===== src/rtl/adder_pkg.sv =====
// Shared constants and helpers for the pipelined ripple-carry adder.
package adder_pkg;

  localparam logic MODE_ADD = 1'b0;
  localparam logic MODE_SUB = 1'b1;

  function automatic int unsigned chunk_width(input int unsigned width,
                                              input int unsigned stages);
    return width / stages;
  endfunction

endpackage


===== src/rtl/ripple_chunk_stage.sv =====
// One pipeline stage: ripples one CHUNK-bit slice and registers the running
// result, the stage carry and the still-unused operand bits.
module ripple_chunk_stage
  import adder_pkg::*;
#(
  parameter int unsigned WIDTH = 32,
  parameter int unsigned CHUNK = 8,
  parameter int unsigned IDX   = 0
) (
  input  logic             clk,
  input  logic             rst_n,
  input  logic             prev_valid,
  input  logic             next_ready,
  input  logic [WIDTH-1:0] a_in,
  input  logic [WIDTH-1:0] b_in,
  input  logic [WIDTH-1:0] sum_in,
  input  logic             carry_in,
  output logic             valid,
  output logic [WIDTH-1:0] a_q,
  output logic [WIDTH-1:0] b_q,
  output logic [WIDTH-1:0] sum_q,
  output logic             carry_q,
  output logic             ovf_q
);

  localparam int unsigned LSB = IDX * CHUNK;

  logic [CHUNK:0]   carry;
  logic [CHUNK-1:0] chunk_sum;
  logic [WIDTH-1:0] sum_next;
  logic             ready_c;

  // Bit-serial ripple across this stage's slice.
  always_comb begin
    carry     = '0;
    chunk_sum = '0;
    carry[0]  = carry_in;
    for (int k = 0; k < int'(CHUNK); k++) begin
      chunk_sum[k] = a_in[LSB+k] ^ b_in[LSB+k] ^ carry[k];
      carry[k+1]   = (a_in[LSB+k] & b_in[LSB+k]) |
                     (carry[k] & (a_in[LSB+k] ^ b_in[LSB+k]));
    end
  end

  // Upper sum bits arriving from earlier stages are still zero.
  always_comb begin
    sum_next = sum_in | (WIDTH'(chunk_sum) << LSB);
    ready_c  = !valid || next_ready;
  end

  always_ff @(posedge clk or negedge rst_n) begin
    if (!rst_n) begin
      valid   <= 1'b0;
      a_q     <= '0;
      b_q     <= '0;
      sum_q   <= '0;
      carry_q <= 1'b0;
      ovf_q   <= 1'b0;
    end else if (ready_c) begin
      valid <= prev_valid;
      if (prev_valid) begin
        a_q     <= a_in;
        b_q     <= b_in;
        sum_q   <= sum_next;
        carry_q <= carry[CHUNK];
        ovf_q   <= carry[CHUNK] ^ carry[CHUNK-1];
      end
    end
  end

endmodule


===== src/rtl/pipelined_ripple_adder.sv =====
// Pipelined ripple-carry adder/subtractor with valid/ready on both sides;
// carry is registered between STAGES equal slices.
module pipelined_ripple_adder
  import adder_pkg::*;
#(
  parameter int unsigned WIDTH  = 32,
  parameter int unsigned STAGES = 4
) (
  input  logic             clk,
  input  logic             rst_n,
  input  logic             in_valid,
  output logic             in_ready,
  input  logic [WIDTH-1:0] input_a,
  input  logic [WIDTH-1:0] input_b,
  input  logic             carry_in,
  input  logic             sub,
  output logic             out_valid,
  input  logic             out_ready,
  output logic [WIDTH-1:0] final_sum,
  output logic             carry_out,
  output logic             overflow
);

  localparam int unsigned CHUNK = chunk_width(WIDTH, STAGES);

  if (STAGES < 1 || (WIDTH % STAGES) != 0) begin : g_bad_cfg
    $error("pipelined_ripple_adder: WIDTH must be a non-zero multiple of STAGES");
  end

  logic [WIDTH-1:0]  a_pipe   [STAGES+1];
  logic [WIDTH-1:0]  b_pipe   [STAGES+1];
  logic [WIDTH-1:0]  sum_pipe [STAGES+1];
  logic              carry_pipe [STAGES+1];
  logic              ovf_pipe   [STAGES+1];
  logic [STAGES-1:0] stage_valid;
  logic [STAGES:0]   ready;

  assign a_pipe[0]     = input_a;
  assign b_pipe[0]     = (sub == MODE_SUB) ? ~input_b : input_b;
  assign sum_pipe[0]   = '0;
  assign carry_pipe[0] = carry_in;
  assign ovf_pipe[0]   = 1'b0;

  // A stage may advance when it or any stage downstream of it is empty.
  assign ready[STAGES] = out_ready;
  for (genvar i = 0; i < int'(STAGES); i++) begin : g_ready
    assign ready[i] = out_ready | ~(&stage_valid[STAGES-1:i]);
  end

  for (genvar i = 0; i < int'(STAGES); i++) begin : g_stage
    ripple_chunk_stage #(
      .WIDTH (WIDTH),
      .CHUNK (CHUNK),
      .IDX   (i)
    ) u_stage (
      .clk        (clk),
      .rst_n      (rst_n),
      .prev_valid ((i == 0) ? in_valid : stage_valid[(i == 0) ? 0 : i-1]),
      .next_ready (ready[i+1]),
      .a_in       (a_pipe[i]),
      .b_in       (b_pipe[i]),
      .sum_in     (sum_pipe[i]),
      .carry_in   (carry_pipe[i]),
      .valid      (stage_valid[i]),
      .a_q        (a_pipe[i+1]),
      .b_q        (b_pipe[i+1]),
      .sum_q      (sum_pipe[i+1]),
      .carry_q    (carry_pipe[i+1]),
      .ovf_q      (ovf_pipe[i+1])
    );
  end

  assign in_ready  = ready[0];
  assign out_valid = stage_valid[STAGES-1];
  assign final_sum = sum_pipe[STAGES];
  assign carry_out = carry_pipe[STAGES];
  assign overflow  = ovf_pipe[STAGES];

endmodule


===== config.mk =====
export PLATFORM = sky130hd
export DESIGN_NAME = pipelined_ripple_adder
export DESIGN_NICKNAME = d
export VERILOG_FILES = /design/src/rtl/adder_pkg.sv /design/src/rtl/ripple_chunk_stage.sv /design/src/rtl/pipelined_ripple_adder.sv
export SDC_FILE = /design/constraint.sdc
export NUM_CORES = 1
export LEC_CHECK = 0
export ABC_AREA = 1
export CORE_MARGIN = 5
export CORE_UTILIZATION = 67
export DETAILED_ROUTE_END_ITERATION = 10
export PLACE_DENSITY_LB_ADDON = 0.15
export SLEW_MARGIN = 25
export SYNTH_ARGS = -nofsm -noshare
export SYNTH_HDL_FRONTEND = slang
export SYNTH_HIERARCHICAL = 1
export SYNTH_SLANG_ARGS = --single-unit

===== constraint.sdc =====
create_clock -name clk -period 7.42 [get_ports clk]
set_clock_uncertainty 0.15 [all_clocks]
set_input_delay 1.855 -clock clk [delete_from_list [all_inputs] [get_ports clk]]
set_output_delay 1.855 -clock clk [all_outputs]
set_load 0.01 [all_outputs]

# Yosys cells after proc, flatten, opt, wreduce, memory -nomap -nowiden
# Index checks and enable logic that the tools add are counted.
# word_totals
wordCells	208
memories	0
out_inout_bits	36
inputBits	70
register_bits	305
romBits	0
latch_bits	0
mem_bits_rw	0
# op_classes
shift	0
n_addsub	0
n_mux	1
bitwise	173
div_mod_pow	0
n_eq_ne	0
mul	0
reduce_logical	15
n_lt_le_gt_ge	0
# op_table
operator	count
$xor A1 B1 Y1	65
$and A1 B1 Y1	64
$or A1 B1 Y1	36
$mux W32	1
$not A32 Y32	1
$or A32 B24 Y32	1
$or A32 B32 Y32	1
$or A8 B16 Y16	1
$reduce_and A2 Y1	5
$logic_not A1 Y1	4
$logic_or A1 B1 Y1	4
$not A1 Y1	4
$reduce_and A4 Y1	1
$reduce_and A3 Y1	1

# Depth between registers and ports, before layout
# logic_depth
ltp_word	19
ltp_mapped	19
depth_no_buf	17

# Cells and area by module
# The synthesis kept the hierarchy.
# by_module_without_submodules
mod	seq_area_each_um2	area_each_um2	cells_each	n_inst
ripple_chunk_stage at g_stage[3].u_stage	2477.4	4197.8	471	1
ripple_chunk_stage at g_stage[1].u_stage	2477.4	4195.3	471	1
ripple_chunk_stage at g_stage[2].u_stage	2477.4	4191.5	471	1
ripple_chunk_stage at g_stage[0].u_stage	2477.4	4190.3	471	1
pipelined_ripple_adder	0.0	634.4	146	1

# Worst setup path after synthesis
# No wires, ideal clock.
# synth_path
path_type	input port to flip-flop
start	in sub
end	reg g_stage[0].u_stage.sum_q[7]
setup_ns	0.066
path_buffers	2
path_stages	19
required_time_ns	7.204
slack_ns	1.776
t_arrival_ns	5.427
path_cell_list	buf_6 inv_8 buf_12 nand2_2 nand2_1 fa_1 fa_1 fa_1 fa_1 fa_1 inv_1 fa_1 inv_1 fa_1 inv_1 fa_1 nand2_1 nand3_1 nand2_1
# synth_lines
item	line	source
from (decl)	pipelined_ripple_adder.sv:16	input logic sub,
to (signal assigned)	ripple_chunk_stage.sv:64	sum_q <= sum_next;
to (decl)	ripple_chunk_stage.sv:21	output logic [WIDTH-1:0] sum_q,

==> results.cfg <==
[place]
dpl.cell_count = 1598
dp_hpwl_mm = 13.4
port_buffers = 105
place.gp.congestion = 0.798
dp_slack_ns = 1.05

[sta]
rsz0062_at_grt = no
fin_crit_sh_pct = 79.0
worst_slack_ns = 1.56
tightest_slew_ns = 1.03
max_freq_ghz = 0.171
setup_viol = 0
slew_headroom_pct = 31.4
fin_crit_ns = 5.86
setup_tns_ns = 0
finalMaxSlewViolations = 0
finalHoldViolations = 0

[finish]
final_common_cell = nand2_1
area_growth_pct = 14.7
filler_cell_count = 1164
fin_util_pct = 77.6
finish.net_count = 1506
most-common-layout-cells = nand2_1 (589), dfrtp_1 (231), nand3_1 (228), inv_1 (127), clkdlybuf4s50_1 (103)
antenna_cells = 0
layout-drive-gt1-share_pct = 4.66
fin_cells = 1636

[grt]
antenna_found_initial = 0
grt-ovfl-total = 0
grt_pass1_vias = 7959
grt_pass1_wl_mm = 38.3
grt_use_total_pct = 23.2
grt_max_degree = 148

[cts]
ctsResizeCount = 0
cts.sinks = 233
clock_path_buffers = 3
htreeDepth = 1
numCtsBuffers = 23
postCtsSetupBuffers = 0
cts-hold-fix-buffers = 0
cts_tree = done
clk_pin_slew_ns = 0.06
clk_latency_ns = 0.49
clockRootBuffer = clkbuf_16

[power]
leakage_nw = 7.04
p_total_mw = 3.96
seqPwrFrac_pct = 45.9
power_switching_mw = 1.23
pwr-share-clk_pct = 28.1
combPwrFrac_pct = 26.0
powerDensity_mw_per_mm2 = 311
ir_worst_vdd_v = 0.000167
swShare_pct = 31.1
internal_power_mw = 2.73

[yosys]
avgSynthCellArea_um2 = 8.29
yosys_warnings = 6
synthCells = 1339
synth.cell_area_mm2 = 0.0111

[drt]
postRouteAntennaNets = 0
wl_mm = 21.7
firstDrtPassIters = 5
wl_per_cell_um = 13.3
drt_iter0_drc = 648
route.detailed.drc = 0
num_vias = 8359
via_per_inst = 5.11

[worst_setup_path]
cp_slowest_stage_delay_ns = 0.51
cp_common_cell = fa_1
cp.arrival_ns = 6.14
start_kind = input pin
endpoint_kind = flip-flop
crit_path_top_delay_cell = clkdlybuf4s50_1
cp_max_fo = 32
crit_required_ns = 7.70
crit_chain = clkdlybuf4s50_1 > buf_4 > nand2_1 > nand2_1 > fa_1 > fa_1 > fa_1 > fa_1 > fa_1 > inv_1 > fa_1 > inv_1 > fa_1 > inv_1 > fa_1 > nand2_1 > nand3_1 > nand2_1
timing_worst_setup_path_type = input pin to flip-flop
critical_path_buf_inv_count = 5
crit_family = adder cells

[floorplanning]
core_mm2 = 0.0164
die_x_um = 139
num_rows = 47
dieArea_mm2 = 0.0193
start_util_pct = 67.7
pin_count = 106
chipHeight_um = 139

[run_status]
outcome = finished, final reports clean

[min_path]
holdCritPathClass = flip-flop to flip-flop

[run]
drv_cap = 0
## state kept, by name (all words and copies together) (netlist names)
name / count
g_stage.u_stage/b_q: 48
g_stage.u_stage/sum_q: 128
g_stage.u_stage/ovf_q: 1
g_stage.u_stage/valid: 4
g_stage.u_stage/carry_q: 4
g_stage.u_stage/a_q: 48
## power by group through the flow
stage	clock network (mW)	registers, mW	logic (mW)
after CTS	1.13	1.82	1.03
after global routing	1.20	1.86	1.18
after detailed placement	0	1.84	1.02
after floorplan	0	1.82	0.636
final	1.11	1.82	1.03
after global placement	0	1.82	0.986
## tightest hold or removal path, cell delays in order (launching register included)
cell	delay [ns]
dfrtp_1	0.34
nand2_1	0.05
nand2_1	0.04
## routing by layer
metal	GRT usage (%)	part of all wire, %	vias to the layer above
li1	-	-	4170
met1	34.6	45	3914
met2	37.3	47	250
met3	3.24	6.1	25
met4	4.43	1.2	0
met5	0	0	-
## through the flow
stage	instance area [um2]	hold WS [ns]
final	12700	0.314
after global placement	12000	0.303
after floorplan	11200	0.291
after CTS	12700	0.322
after detailed placement	12000	0.307
after global routing	12700	0.335
## final cells by class
type / count / area, um2 / area share [%]
Clock buffer: 33 / 653 / 5.13
Clock inverter: 4 / 70.1 / 0.550
Inverter: 132 / 503 / 3.95
Multi-Input combinational cell: 901 / 4270 / 33.5
Sequential cell: 233 / 5830 / 45.8
Tap cell: 220 / 275 / 2.16
Timing Repair Buffer: 113 / 1130 / 8.88
## final timing paths
kind / start / depth (start not counted) / slack [ns] / endpoint
max: sub / 18 / 1.56 / g_stage[0].u_stage/sum_q[7]
min: g_stage[3].u_stage/sum_q[10] / 2 / 0.31 / g_stage[3].u_stage/sum_q[10]
max reg2reg: g_stage[0].u_stage/carry_q / 14 / 3.30 / g_stage[1].u_stage/sum_q[15]
min reg2reg: g_stage[3].u_stage/sum_q[10] / 2 / 0.31 / g_stage[3].u_stage/sum_q[10]
max in group asynchronous: rst_n / 3 / 4.52 / g_stage[0].u_stage/valid
min in group asynchronous: rst_n / 1 / 1.10 / g_stage[3].u_stage/sum_q[7]
Note: power is estimated with default switching activity, not from simulation.
